`config.mk`:
```
export PLATFORM = sky130hd
export DESIGN_NAME = dmem_arbiter_flat
export DESIGN_NICKNAME = d
export VERILOG_FILES = /design/src/rtl/dmem_arb_pkg.sv /design/src/rtl/dmem_arb_if.sv /design/src/rtl/dmem_arb_pick.sv /design/src/rtl/dmem_arbiter.sv /design/src/flat_wrapper.sv
export SDC_FILE = /design/constraint.sdc
export NUM_CORES = 1
export LEC_CHECK = 0
export CORE_AREA = 2 2 117 119
export CTS_BUF_LIST = sky130_fd_sc_hd__clkbuf_8
export DETAILED_ROUTE_END_ITERATION = 6
export DIE_AREA = 0 0 119 121
export GPL_TIMING_DRIVEN = 1
export HOLD_SLACK_MARGIN = 0.05
export PLACE_DENSITY = 0.75
export SETUP_SLACK_MARGIN = 0.1
export SYNTH_ARGS = -nofsm -noshare
export SYNTH_HDL_FRONTEND = slang
export SYNTH_SLANG_ARGS = --single-unit
```
`constraint.sdc`:
```
create_clock -name clk -period 2.35 [get_ports clk]
set_clock_uncertainty 0.2 [all_clocks]
set_input_delay 0.3525 -clock clk [delete_from_list [all_inputs] [get_ports clk]]
set_output_delay 0.3525 -clock clk [all_outputs]
set_load 0.02 [all_outputs]
```
`src/rtl/dmem_arb_pkg.sv`:
```
// Shared types and constants for the data-memory arbiter.
package dmem_arb_pkg;

    typedef enum logic [1:0] {ARB_IDLE, ARB_OWN0, ARB_OWN1} arb_state_t;

    localparam logic PORT_CORE = 1'b0;
    localparam logic PORT_AUX  = 1'b1;

endpackage

```
`src/rtl/dmem_arb_if.sv`:
```
// Bus bundle between the two requesters, the arbiter and data_memory32.
// slave: arbiter view; master: requester/memory side view.
interface dmem_arb_if #(
    parameter int ADDR_W = 32,
    parameter int DATA_W = 32
);
    logic              req0, req1;
    logic              we0, we1;
    logic              lock0, lock1;
    logic [ADDR_W-1:0] addr0, addr1;
    logic [DATA_W-1:0] wdata0, wdata1;
    logic              gnt0, gnt1;
    logic              rvalid0, rvalid1;
    logic [DATA_W-1:0] rdata0, rdata1;
    logic              mem_we;
    logic [ADDR_W-1:0] mem_addr;
    logic [DATA_W-1:0] mem_wdata;
    logic [DATA_W-1:0] mem_rdata;

    modport slave (
        input  req0, req1, we0, we1, lock0, lock1, addr0, addr1, wdata0, wdata1, mem_rdata,
        output gnt0, gnt1, rvalid0, rvalid1, rdata0, rdata1, mem_we, mem_addr, mem_wdata
    );

    modport master (
        output req0, req1, we0, we1, lock0, lock1, addr0, addr1, wdata0, wdata1, mem_rdata,
        input  gnt0, gnt1, rvalid0, rvalid1, rdata0, rdata1, mem_we, mem_addr, mem_wdata
    );
endinterface

```
`src/rtl/dmem_arb_pick.sv`:
```
// Combinational contention resolver used while the arbiter is idle.
// A pending favour (after a forced burst release) or round-robin mode both
// hand the contest to the port that was not granted last.
module dmem_arb_pick
    import dmem_arb_pkg::*;
#(
    parameter bit RR_EN = 1'b0
) (
    input  logic req0,
    input  logic req1,
    input  logic lastGnt,
    input  logic favour,
    output logic winner,
    output logic valid
);

    // Pick a winner among the active requesters.
    always_comb begin
        valid  = req0 | req1;
        winner = PORT_CORE;
        if (req0 && req1) begin
            if (favour || RR_EN) winner = ~lastGnt;
            else                 winner = PORT_CORE;
        end else if (req1) begin
            winner = PORT_AUX;
        end
    end

endmodule

```
`src/rtl/dmem_arbiter.sv`:
```
// Two-port arbiter in front of data_memory32 (port 0 = core, port 1 = aux).
// Optional feature macro: DMEM_ARB_RR_EN selects round-robin contention,
// otherwise port 0 has fixed priority.
module dmem_arbiter
    import dmem_arb_pkg::*;
#(
    parameter int ADDR_W   = 32,
    parameter int DATA_W   = 32,
    parameter int MAX_LOCK = 16
) (
    input  logic       clk,
    input  logic       reset,
    dmem_arb_if.slave  bus
);

`ifdef DMEM_ARB_RR_EN
    localparam bit RR_EN = 1'b1;
`else
    localparam bit RR_EN = 1'b0;
`endif

    localparam int              CNT_W   = $clog2(MAX_LOCK + 1);
    localparam logic [CNT_W-1:0] CNT_MAX = CNT_W'(MAX_LOCK);

    arb_state_t        state, stateNxt;
    logic [CNT_W-1:0]  lockCnt, lockCntNxt, runCnt;
    logic              lastGnt, lastGntNxt;
    logic              favour, favourNxt;
    logic              pickPort, pickVld;
    logic              gnt0, gnt1;
    logic              xferPort, xferLock;
    logic [ADDR_W-1:0] addrSel;
    logic [DATA_W-1:0] wdataSel;
    logic [DATA_W-1:0] rdata0Q, rdata1Q;
    logic              rvalid0Q, rvalid1Q;

    dmem_arb_pick #(.RR_EN(RR_EN)) uPick (
        .req0    (bus.req0),
        .req1    (bus.req1),
        .lastGnt (lastGnt),
        .favour  (favour),
        .winner  (pickPort),
        .valid   (pickVld)
    );

    // State, burst counter, last winner and favour flag.
    always_ff @(posedge clk) begin
        if (reset) begin
            state   <= ARB_IDLE;
            lockCnt <= '0;
            lastGnt <= PORT_AUX;
            favour  <= 1'b0;
        end else begin
            state   <= stateNxt;
            lockCnt <= lockCntNxt;
            lastGnt <= lastGntNxt;
            favour  <= favourNxt;
        end
    end

    // Grants and next state. lockCnt counts locked transfers already done
    // in the current ownership; runCnt is the count including this one, so
    // a burst never exceeds MAX_LOCK transfers in total.
    always_comb begin
        stateNxt   = state;
        lockCntNxt = lockCnt;
        lastGntNxt = lastGnt;
        favourNxt  = favour;
        gnt0       = 1'b0;
        gnt1       = 1'b0;
        unique case (state)
            ARB_IDLE: begin
                gnt0 = pickVld && (pickPort == PORT_CORE);
                gnt1 = pickVld && (pickPort == PORT_AUX);
            end
            ARB_OWN0: gnt0 = bus.req0;
            ARB_OWN1: gnt1 = bus.req1;
            default:  ;
        endcase
        if (reset) begin
            gnt0 = 1'b0;
            gnt1 = 1'b0;
        end
        xferPort = gnt1;
        xferLock = gnt1 ? bus.lock1 : bus.lock0;
        runCnt   = (state == ARB_IDLE) ? CNT_W'(1)
                 : ((lockCnt == CNT_MAX) ? lockCnt : lockCnt + 1'b1);
        if (gnt0 || gnt1) begin
            lastGntNxt = xferPort;
            if (state == ARB_IDLE) favourNxt = 1'b0;
            if (xferLock && (runCnt < CNT_MAX)) begin
                stateNxt   = xferPort ? ARB_OWN1 : ARB_OWN0;
                lockCntNxt = runCnt;
            end else begin
                stateNxt   = ARB_IDLE;
                lockCntNxt = '0;
                if (xferLock) favourNxt = 1'b1;
            end
        end else if (state != ARB_IDLE) begin
            stateNxt   = ARB_IDLE;
            lockCntNxt = '0;
        end
    end

    // Read responses: capture memory data at the transfer edge.
    always_ff @(posedge clk) begin
        if (reset) begin
            rvalid0Q <= 1'b0;
            rvalid1Q <= 1'b0;
            rdata0Q  <= '0;
            rdata1Q  <= '0;
        end else begin
            rvalid0Q <= gnt0 & ~bus.we0;
            rvalid1Q <= gnt1 & ~bus.we1;
            if (gnt0 && !bus.we0) rdata0Q <= bus.mem_rdata;
            if (gnt1 && !bus.we1) rdata1Q <= bus.mem_rdata;
        end
    end

    assign addrSel  = gnt1 ? bus.addr1  : (gnt0 ? bus.addr0  : '0);
    assign wdataSel = gnt1 ? bus.wdata1 : (gnt0 ? bus.wdata0 : '0);

    assign bus.gnt0      = gnt0;
    assign bus.gnt1      = gnt1;
    assign bus.mem_we    = (gnt0 & bus.we0) | (gnt1 & bus.we1);
    assign bus.mem_addr  = addrSel;
    assign bus.mem_wdata = wdataSel;
    assign bus.rvalid0   = rvalid0Q;
    assign bus.rvalid1   = rvalid1Q;
    assign bus.rdata0    = rdata0Q;
    assign bus.rdata1    = rdata1Q;

endmodule

```
`src/flat_wrapper.sv`:
```
// flat-port wrapper written by rule: the top's interface ports become plain ports
module dmem_arbiter_flat import dmem_arb_pkg::*;
#(
    parameter int ADDR_W   = 32,
    parameter int DATA_W   = 32,
    parameter int MAX_LOCK = 16
)
  (clk, reset, bus_req0, bus_req1, bus_we0, bus_we1, bus_lock0, bus_lock1, bus_addr0, bus_addr1, bus_wdata0, bus_wdata1, bus_mem_rdata, bus_gnt0, bus_gnt1, bus_rvalid0, bus_rvalid1, bus_rdata0, bus_rdata1, bus_mem_we, bus_mem_addr, bus_mem_wdata);
  dmem_arb_if #(.ADDR_W(ADDR_W), .DATA_W(DATA_W)) bus_i ();
  input  logic clk;
  input  logic reset;
  input wire logic [$bits(bus_i.req0)-1:0] bus_req0;
  input wire logic [$bits(bus_i.req1)-1:0] bus_req1;
  input wire logic [$bits(bus_i.we0)-1:0] bus_we0;
  input wire logic [$bits(bus_i.we1)-1:0] bus_we1;
  input wire logic [$bits(bus_i.lock0)-1:0] bus_lock0;
  input wire logic [$bits(bus_i.lock1)-1:0] bus_lock1;
  input wire logic [$bits(bus_i.addr0)-1:0] bus_addr0;
  input wire logic [$bits(bus_i.addr1)-1:0] bus_addr1;
  input wire logic [$bits(bus_i.wdata0)-1:0] bus_wdata0;
  input wire logic [$bits(bus_i.wdata1)-1:0] bus_wdata1;
  input wire logic [$bits(bus_i.mem_rdata)-1:0] bus_mem_rdata;
  output wire logic [$bits(bus_i.gnt0)-1:0] bus_gnt0;
  output wire logic [$bits(bus_i.gnt1)-1:0] bus_gnt1;
  output wire logic [$bits(bus_i.rvalid0)-1:0] bus_rvalid0;
  output wire logic [$bits(bus_i.rvalid1)-1:0] bus_rvalid1;
  output wire logic [$bits(bus_i.rdata0)-1:0] bus_rdata0;
  output wire logic [$bits(bus_i.rdata1)-1:0] bus_rdata1;
  output wire logic [$bits(bus_i.mem_we)-1:0] bus_mem_we;
  output wire logic [$bits(bus_i.mem_addr)-1:0] bus_mem_addr;
  output wire logic [$bits(bus_i.mem_wdata)-1:0] bus_mem_wdata;
  assign bus_i.req0 = bus_req0;
  assign bus_i.req1 = bus_req1;
  assign bus_i.we0 = bus_we0;
  assign bus_i.we1 = bus_we1;
  assign bus_i.lock0 = bus_lock0;
  assign bus_i.lock1 = bus_lock1;
  assign bus_i.addr0 = bus_addr0;
  assign bus_i.addr1 = bus_addr1;
  assign bus_i.wdata0 = bus_wdata0;
  assign bus_i.wdata1 = bus_wdata1;
  assign bus_i.mem_rdata = bus_mem_rdata;
  assign bus_gnt0 = bus_i.gnt0;
  assign bus_gnt1 = bus_i.gnt1;
  assign bus_rvalid0 = bus_i.rvalid0;
  assign bus_rvalid1 = bus_i.rvalid1;
  assign bus_rdata0 = bus_i.rdata0;
  assign bus_rdata1 = bus_i.rdata1;
  assign bus_mem_we = bus_i.mem_we;
  assign bus_mem_addr = bus_i.mem_addr;
  assign bus_mem_wdata = bus_i.mem_wdata;
  dmem_arbiter #(.ADDR_W(ADDR_W), .DATA_W(DATA_W), .MAX_LOCK(MAX_LOCK)) u_core (.clk(clk), .reset(reset), .bus(bus_i));
endmodule
```
Yosys cells after proc, flatten, opt, wreduce, memory -nomap -nowiden
Index checks and enable logic that the tools add are counted.
{"block": "totals", "output_inout_bits": 133, "input_bits": 168, "elab_cells": 59, "regBits": 75}
{"block": "op_classes", "reduce_logical": 12, "order_cmp": 1, "n_eq_ne": 3, "n_mux": 24, "addsub": 1, "n_bitwise": 10}
{"cell": "two-way mux 32 bit", "n": 4}
{"cell": "two-way mux 5 bit", "n": 5}
{"cell": "two-way mux 1 bit", "n": 9}
{"cell": "two-way mux 2 bit", "n": 4}
{"cell": "logical AND 1 bit", "n": 6}
{"cell": "adder 5 x 1 -> 5 bit, second input constant", "n": 1}
{"cell": "equality test 5 bit, second input constant", "n": 1}
{"cell": "< comparator 5 bit, second input constant", "n": 1}
{"cell": "bitwise AND 1 bit", "n": 4}
{"cell": "inverter 1 bit", "n": 4}
{"cell": "one-hot mux 1 bit (2 select lines)", "n": 2}
{"cell": "nonzero test 2 bit", "n": 2}
{"cell": "equality test 2 x 1 -> 1 bit, second input constant", "n": 1}
{"cell": "equality test 2 bit, second input constant", "n": 1}
{"cell": "zero test 1 bit", "n": 2}
{"cell": "zero test 2 bit", "n": 1}
{"cell": "bitwise OR 1 bit", "n": 2}
{"cell": "logical OR 1 bit", "n": 1}

Depth between registers and ports, before layout
Gate-level depths: netlist (run 1).
{"block": "logic_depth", "depth_word": 10, "mapped_depth": 7, "depth_no_buf": 6}

By module
From an unflattened synthesis (run 1), not the netlist that was laid out.
{"block": "unflattened", "hier_cells": 425, "hier_area_um2": 3415.8}
{"module": "dmem_arbiter", "cells_per_inst": 422, "area_per_inst_um2": 3395.8, "instances": 1}
{"module": "dmem_arb_pick", "cells_per_inst": 3, "area_per_inst_um2": 20.0, "instances": 1}

Worst setup path after synthesis (run 1)
No wires, ideal clock.
{"block": "synth_path", "kind": "input to output", "from": "input port bus_req0", "to": "output port bus_mem_addr[22]", "arrival_ns": 1.547, "stages": 4, "path_slack_ns": 0.250, "path_cell_list": "nor2b_1 a211oi_2 clkbuf_1 a22o_1"}
{"block": "synth_between", "word_cells_on_any_way": 12, "classes_between": "7 x mux; 2 x bitwise; 3 x reduce/logical"}
{"element": "start: declaration", "line_no": "flat_wrapper.sv:12", "rtl": "input wire logic [$bits(bus_i.req0)-1:0] bus_req0;"}
{"element": "logical AND 1 bit", "line_no": "dmem_arb_pick.sv:21", "rtl": "if (req0 && req1) begin"}
{"element": "two-way mux 1 bit", "line_no": "dmem_arb_pick.sv:21"}
{"element": "logical AND 1 bit (*)", "line_no": "dmem_arbiter.sv:74", "rtl": "gnt1 = pickVld && (pickPort == PORT_AUX);"}
{"element": "one-hot mux 1 bit (2 select lines) (*)", "line_no": "dmem_arbiter.sv:71", "rtl": "unique case (state)"}
{"element": "two-way mux 1 bit (*)", "line_no": "dmem_arbiter.sv:80", "rtl": "if (reset) begin"}
{"element": "net bus_gnt1", "line_no": "flat_wrapper.sv:24", "rtl": "output wire logic [$bits(bus_i.gnt1)-1:0] bus_gnt1;"}
{"element": "two-way mux 32 bit (*)", "line_no": "dmem_arbiter.sv:120", "rtl": "assign addrSel = gnt1 ? bus.addr1 : (gnt0 ? bus.addr0 : '0);"}
{"element": "end: declaration", "line_no": "flat_wrapper.sv:30", "rtl": "output wire logic [$bits(bus_i.mem_addr)-1:0] bus_mem_addr;"}
The timed path passes the listed nets; every way through them passes the cells marked *.

Final worst setup path (run 1)
{"block": "layout_path", "from": "register u_core.lastGnt", "to": "output port bus_mem_wdata[3]"}
{"block": "layout_between", "elab_chain_len": 9, "word_cells_on_any_way": 12, "classes_between": "8 x mux; 2 x bitwise; 2 x reduce/logical"}
{"element": "start: declaration", "line_no": "dmem_arbiter.sv:27", "rtl": "logic lastGnt, lastGntNxt;"}
{"element": "start signal: assignment", "line_no": "dmem_arbiter.sv:56", "rtl": "lastGnt <= lastGntNxt;"}
{"element": "inverter 1 bit (*)", "line_no": "dmem_arb_pick.sv:22", "rtl": "if (favour || RR_EN) winner = ~lastGnt;"}
{"element": "two-way mux 1 bit (*)", "line_no": "dmem_arb_pick.sv:22"}
{"element": "two-way mux 1 bit (*)", "line_no": "dmem_arb_pick.sv:21"}
{"element": "inverter 1 bit", "line_no": "dmem_arbiter.sv:73", "rtl": "gnt0 = pickVld && (pickPort == PORT_CORE);"}
{"element": "logical AND 1 bit", "line_no": "dmem_arbiter.sv:73"}
{"element": "one-hot mux 1 bit (2 select lines)", "line_no": "dmem_arbiter.sv:71"}
{"element": "two-way mux 1 bit", "line_no": "dmem_arbiter.sv:80"}
{"element": "two-way mux 32 bit", "line_no": "dmem_arbiter.sv:121", "rtl": "assign wdataSel = gnt1 ? bus.wdata1 : (gnt0 ? bus.wdata0 : '0);"}
{"element": "two-way mux 32 bit (*)", "line_no": "dmem_arbiter.sv:121"}
{"element": "end: declaration", "line_no": "flat_wrapper.sv:31", "rtl": "output wire logic [$bits(bus_i.mem_wdata)-1:0] bus_mem_wdata;"}
Every way passes the cells marked *; elsewhere a longest branch is shown, timed or not.

==> results of run 1 <==
==> final cells by class <==
class / count / area share
multi-input cells: 307 / 0.262
flip-flops and latches: 75 / 0.204
clock inverters: 5 / 0.0114
inverters: 5 / 0.00255
well taps: 176 / 0.0299
repair buffers: 335 / 0.469
clock buffers: 11 / 0.0206
diodes: 1 / 0.000340
==> per-stage QoR <==
stage	instances	hold slack [ps]
2_1_floorplan	423	242
4_1_cts	909	269
5_1_grt	915	284
3_5_place_dp	880	256
6_report	915	266
3_3_place_gp	880	251
==> path summary, 6_finish.rpt <==
kind,from,end,slack [ps]
worst max-delay path,u_core.lastGnt,bus_mem_wdata[3],30
worst min-delay path,u_core.bus.rdata0[1],u_core.bus.rdata0[1],270
worst max register to register,u_core.state[0],u_core.lockCnt[3],240
worst min register to register,u_core.bus.rdata0[1],u_core.bus.rdata0[1],270
==> Yosys cell counts, types with 2 or more instances <==
master     count
dfxtp_1       75
nand2b_1      68
a22o_1        65
nand2_1       65
o21ai_1       49
o21ai_0       21
buf_2         18
clkbuf_1      16
nor2_1         7
inv_1          5
a21oi_1        4
nor2b_1        3
a211oi_2       2
buf_4          2
ha_1           2
nand3_1        2
nor3b_1        2
o2111ai_1      2
o31ai_1        2
==> cells by family (layout without fill, tap and decap cells) <==
logic type	after synthesis	after routing
adder cells (fa/ha/maj)	2	2
buffers and inverters	41	356
flip-flops	75	75
other	0	1
XOR/XNOR	2	2
AND/OR/NAND/NOR	154	154
AO/OA/AOI/OAI	149	149
==> critical path, delay by kind of cell, from the launching register on <==
kind | cells | cell delay, ps
buffers and inverters | 3 | 480
AO/OA/AOI/OAI | 2 | 460
flip-flops | 1 | 340
AND/OR/NAND/NOR | 1 | 150
==> routing by layer <==
| layer | vias to the layer above | track usage | wire [µm] |
|---|---|---|---|
| li1 | 2106 | - | - |
| met1 | 1937 | 0.218 | 5740 |
| met2 | 187 | 0.353 | 7660 |
| met3 | 19 | 0.0493 | 1010 |
| met4 | 0 | 0.0595 | 248 |
| met5 | - | 0 | 0 |
==> timing repair <==
action,in CTS,in global routing
setup endpoints to repair,67,67
gates resized for setup,348,30
buffers inserted,7,2
gates cloned,6,3
pin swaps,4,26
==> power by group <==
group / internal (W) / total, W / leakage, nW / switching, W
Combinational: 0.000609 / 0.00104 / 2.15 / 0.000429
Clock: 0.000660 / 0.00115 / 0.112 / 0.000493
Sequential: 0.00133 / 0.00136 / 0.612 / 0.0000306
==> layout by cell type (no fill, tap or decap), types with 2 or more instances in the layout <==
master | netlist | layout
dfxtp_2 | 0 | 3
clkbuf_8 | 0 | 11
a21oi_1 | 4 | 4
buf_2 | 18 | 3
nand3_1 | 2 | 2
bufinv_16 | 0 | 2
dfxtp_1 | 75 | 72
buf_16 | 0 | 7
clkinvlp_4 | 0 | 2
o21ai_1 | 49 | 49
nand2b_1 | 68 | 65
nand2b_4 | 0 | 2
dlygate4sd2_1 | 0 | 2
clkdlybuf4s50_1 | 0 | 230
o21ai_0 | 21 | 21
o31ai_1 | 2 | 2
nor2_1 | 7 | 7
buf_6 | 0 | 27
buf_12 | 0 | 6
clkbuf_16 | 0 | 3
o2111ai_1 | 2 | 2
a22o_1 | 65 | 65
buf_4 | 2 | 57
nor2b_4 | 0 | 2
nand2_1 | 65 | 65
ha_1 | 2 | 2
nor3b_1 | 2 | 2
inv_1 | 5 | 5
==> registers in the layout (all words and copies together) (netlist names) <==
signal              flops
u_core.bus.rdata0      32
u_core.lockCnt          5
u_core.lastGnt          1
u_core.bus.rdata1      32
u_core.bus.rvalid1      1
u_core.bus.rvalid0      1
u_core.favour           1
u_core.state            2
==> summary.txt, run 1 <==
Worst setup path
  • Worst EP required: 1800 ps
  • CP peak stage delay: 340 ps
  • Most Frequent Cell on Critical Path: buf_4
  • Crit path max fanout: 21
  • Crit Path Class: reg -> out
  • Crit path launch type: flip-flop
  • CP arrival: 1770 ps
  • FF-to-FF path depth: 7
  • Slowest cell on crit path: dfxtp_2
  • CP cell instances: nand2b_4 > a211oi_4 > buf_4 > buf_12 > a22o_1 > buf_4
  • CP Capture Type: output pin

Place
  • IO buf count: 300
  • Pre-CTS WS: -624 ps
  • Placed instance area: 6850 µm²
  • HPWL Detailed: 10400 µm
  • GPL Wtd Cong: 0.878

Clock network
  • Clock buffer depth: 2
  • Root buf cell: clkbuf_8
  • # clock sinks: 75
  • Reg clk slew, reported paths: 80 ps
  • TritonCTS buffer count: 9
  • CTS tree: done
  • Clock latency on the worst-skew pair: 340 ps
  • H-tree levels: 3
  • Hold-fix buffers, CTS: 0

Synth
  • Post-synth EDFFs: 0
  • Synth Area in Adders: 0.00702
  • Library cells used by synthesis: 32
  • Synth Area in XOR/XNOR: 0.00492
  • Top_reg_cell synth: dfxtp_1
  • Mapped Area: 3560 µm²
  • Post-synthesis compound-gate area fraction: 0.290
  • Synth Net Count: 593
  • Largest area contributor in the netlist: dfxtp_1
  • Synth warn: 0
  • Post-synthesis mux area share: 0
  • Mean post-synth cell area: 8.42 µm²
  • Synth top area cells: dfxtp_1 42%, a22o_1 16%, nand2b_1 12%, o21ai_1 6.9%, nand2_1 6.8%
  • Synth Instances: 423
  • Register area share after synthesis: 0.421
  • Register bit total from synthesis: 75
  • Post-synth ARST share: 0
  • Post-synth top area share: 0.421
  • Largest family of logic cells by synthesized area: compound AO/OA/AOI/OAI gates
  • Synth Area in Simple Gates: 0.225

Timing
  • Final setup violation count: 0
  • Crit share post-route: 0.989
  • Final setup TNS: 0 ps
  • Pins Over Slew Limit: 0
  • Fin crit period: 2320 ps
  • FMAX: 430 MHz
  • Setup ws final: 26.9 ps
  • RSZ-0062 raised after global routing: yes
  • Fin. Hold Viols: 0
  • Slew HR: 0.647
  • Worst Tran Pin Value: 524 ps

GRT
  • First-pass GRT wire length: 22000 µm
  • Largest net degree at the start of global routing: 66
  • Initial antenna violation count: 1
  • Total GRT Usage: 0.192
  • Grt ovf: 0
  • Vias in the first global route: 4254

Floorplanning
  • IO Count: 301
  • Core area: 13100 µm²
  • Die area: 14400 µm²
  • Site row count: 42
  • Vert. Die Dim: 121 µm
  • Initial Utilization: 0.272
  • Chip width: 119 µm

Flow run
  • # Max-Cap Violations: 0

Drt
  • Vias/cell: 4.64
  • Final WL: 14700 µm
  • Antenna-violating nets left: 0
  • Total number of vias: 4249
  • Initial drt markers: 192
  • Wirelength per Cell: 16.0 µm
  • Total iterations of the first detailed-routing run: 4
  • DRC violation count after routing: 0

Pwr
  • VDD IR-drop max: 0.271 mV
  • Leak: 2.87 nW
  • Total power: 0.00355 W
  • Cell Pwr Density: 482 nW/µm²

Cells and area
  • Filler cells: 1133
  • Post-layout nets: 903
  • Core Util, Final: 0.563
  • Finished Cell Area: 7370 µm²
  • Share of cells above drive strength 1: 0.182
  • Area of the multi-input gates: 1930 µm²
  • Area Overhead vs Synth: 107%
  • Reg area: 1510 µm²

Worst hold path
  • Worst Hold Class: reg -> reg
  • Hold Path Cell Cnt: 2

Run status
  • Status: finished, final reports clean
Power figures use the tool's default switching activity.
==> inputs of run 2 (changes only) <==
CORE_AREA = unset   (was 2 2 117 119)
CORE_ASPECT_RATIO = 0.75   (was unset)
CORE_MARGIN = 5   (was unset)
CORE_UTILIZATION = 33   (was unset)
DIE_AREA = unset   (was 0 0 119 121)
GPL_ROUTABILITY_DRIVEN = 0   (was unset)
PLACE_DENSITY = 0.88   (was 0.75)
==> run 2 against run 1 <==
Effect of this change: the run now ends with negative setup slack left; non-clock buffer count is 23 higher; core utilization is 20 points higher; count of clock-buffer cells in the layout is 2 lower.
==> summary.txt, run 2 (synthesized netlist as in run 1, its figures left out) <==
Run status
  • Failing checks: negative setup slack
  • Status: finished with violations (was finished, final reports clean)

GRT
  • Grt ovf: 0 (unchanged)
  • Total GRT Usage: 0.282 (was 0.192)
  • Largest net degree at the start of global routing: 66 (unchanged)
  • Initial antenna violation count: 0 (was 1)
  • First-pass GRT wire length: 27900 µm (was 22000 µm)
  • Vias in the first global route: 4602 (was 4254)

Timing
  • Crit share post-route: 1.05 (was 0.989)
  • Slew HR: 0.639 (was 0.647)
  • Fin crit period: 2470 ps (was 2320 ps)
  • Setup ws final: -120 ps (was 26.9 ps)
  • Worst Tran Pin Value: 536 ps (was 524 ps)
  • Fin. Hold Viols: 0 (unchanged)
  • Final setup violation count: 63 (was 0)
  • RSZ-0062 raised after global routing: yes (unchanged)
  • FMAX: 405 MHz (was 430 MHz)
  • Worst hold slack: 268 ps (was 266 ps)
  • Pins Over Slew Limit: 0 (unchanged)

Cells and area
  • Layout Cells excl Fill: 897 (was 915)
  • Share of cells above drive strength 1: 0.223 (was 0.182)
  • Finished Cell Area: 7960 µm² (was 7370 µm²)
  • Area Overhead vs Synth: 123% (was 107%)
  • N_diodes: 0 (was 1)
  • Post-layout nets: 926 (was 903)
  • Commonest non-fill, non-tap cell in the layout: clkdlybuf4s50_1 (unchanged)
  • Most frequent cells in the layout: 230 x clkdlybuf4s50_1, 76 x buf_6, 71 x dfxtp_1 (was 230 x clkdlybuf4s50_1, 72 x dfxtp_1, 65 x a22o_1, 65 x nand2b_1, 65 x nand2_1)
  • Filler cells: 702 (was 1133)

Place
  • IO buf count: 300 (unchanged)
  • HPWL Detailed: 13600 µm (was 10400 µm)
  • Placed instance area: 6800 µm² (was 6850 µm²)
  • Inst Count DP: 842 (was 880)

Worst setup path
  • CP peak stage delay: 340 ps (about the same)
  • Worst flop-to-flop path startpoint: u_core.lastGnt (was u_core.state[0])
  • CP arrival: 1920 ps (was 1770 ps)
  • Worst flop-to-flop path endpoint: u_core.bus.rdata1[23] (was u_core.lockCnt[3])
  • CP Capture Type: output pin (unchanged)
  • Slowest cell on crit path: dfxtp_2 (unchanged)
  • CP cell instances: nand2b_4 > a211oi_4 > buf_6 > buf_12 > buf_12 > buf_12 > buf_8 > a22o_1 > buf_6 (was nand2b_4 > a211oi_4 > buf_4 > buf_12 > a22o_1 > buf_4)
  • Worst EP required: 1800 ps (about the same)
  • R2R Setup Slk: 180 ps (was 240 ps)
  • FF-to-FF path depth: 10 (was 7)
  • Crit path launch type: flip-flop (unchanged)
  • Most Frequent Cell on Critical Path: buf_12 (was buf_4)
  • CP Launch Point: u_core.lastGnt (unchanged)
  • Crit path max fanout: 4 (was 21)
  • Worst setup endpoint: bus_mem_addr[2] (was bus_mem_wdata[3])
  • Crit Path Class: reg -> out (unchanged)

Pwr
  • Total power: 0.00377 W (was 0.00355 W)
  • Leak: 3.15 nW (was 2.87 nW)
  • VDD IR-drop max: 0.415 mV (was 0.271 mV)
  • Cell Pwr Density: 473 nW/µm² (was 482 nW/µm²)

Drt
  • Antenna-violating nets left: 0 (unchanged)
  • DRC violation count after routing: 0 (unchanged)
  • Vias/cell: 5.17 (was 4.64)
  • Final WL: 19600 µm (was 14700 µm)
  • Initial drt markers: 369 (was 192)
  • Wirelength per Cell: 21.9 µm (was 16.0 µm)
  • Total iterations of the first detailed-routing run: 4 (unchanged)
  • Total number of vias: 4637 (was 4249)

Worst hold path
  • Worst Hold Class: reg -> reg (unchanged)
  • Hold Path Cell Cnt: 2 (unchanged)

Clock network
  • Clock latency on the worst-skew pair: 350 ps (was 340 ps)
  • CTS tree: done (unchanged)
  • # clock sinks: 75 (unchanged)
  • Root buf cell: clkbuf_8 (unchanged)
  • Reg clk slew, reported paths: 80 ps (about the same)
  • Clock buffer depth: 2 (unchanged)
  • H-tree levels: 3 (unchanged)
  • TritonCTS buffer count: 9 (unchanged)

Floorplanning
  • Die area: 13000 µm² (was 14400 µm²)
  • Initial Utilization: 0.342 (was 0.272)
  • Core area: 10400 µm² (was 13100 µm²)
  • Chip width: 130 µm (was 119 µm)
  • Site row count: 32 (was 42)
  • Vert. Die Dim: 100 µm (was 121 µm)
  • IO Count: 301 (unchanged)

Flow run
  • # Max-Cap Violations: 0 (unchanged)
## run 2: worst min path at each step
stage                       endpoint                  start  slack [ps]
2_1_floorplan         u_core.lastGnt         u_core.lastGnt         240
3_3_place_gp   u_core.bus.rdata1[23]  u_core.bus.rdata1[23]         250
3_5_place_dp    u_core.bus.rdata1[2]   u_core.bus.rdata1[2]         260
4_1_cts         u_core.bus.rdata1[2]   u_core.bus.rdata1[2]         270
5_1_grt        u_core.bus.rdata1[21]  u_core.bus.rdata1[21]         290
6_report        u_core.bus.rdata1[2]   u_core.bus.rdata1[2]         270
## run 2: critical path: cells and delay by family, from the launching register on
family          cells  cell delay (ps)
buf+inv             6              660
compound gates      2              410
flops               1              340
simple gates        1              160
## run 2: per-layer routing
metal,wire [µm],GRT usage,vias up
met3,1670,0.0777,39
li1,-,-,2159
met1,7400,0.329,2202
met2,10100,0.505,237
met4,496,0.0847,0
met5,0,0,-
## run 2: cell type report
| class | count | area (µm²) | share of cell area |
|---|---|---|---|
| repair buffers | 358 | 3970 | 0.499 |
| multi-input cells | 307 | 2050 | 0.258 |
| flip-flops and latches | 75 | 1510 | 0.189 |
| well taps | 136 | 170 | 0.0214 |
| clock buffers | 9 | 124 | 0.0156 |
| clock inverters | 7 | 118 | 0.0148 |
| inverters | 5 | 18.8 | 0.00236 |
## run 2: stage by stage
step                       util  setup slack [ps]  TNS (ps)
final                     0.764              -120     -3900
after global routing      0.764              -187     -7460
after CTS                 0.759              -156     -3990
after detailed placement  0.653              -585    -43580
after global placement    0.653              -554    -38970
after floorplan               -               250         0
## run 2: repair_timing
item | 4_1_cts | 5_1_grt
gates resized for setup | 401 | 19
endpoints found under the hold margin | 0 | 0
pin swaps | 45 | 27
hold buffers | 0 | 0
buffers inserted | 24 | 6
setup endpoints to repair | 99 | 68
gates cloned | 11 | 3
## run 2: power breakdown
part	leakage, nW	internal, W	switching, W
combinational	2.42	0.000705	0.000510
clock	0.117	0.000703	0.000489
sequential	0.613	0.00133	0.0000323
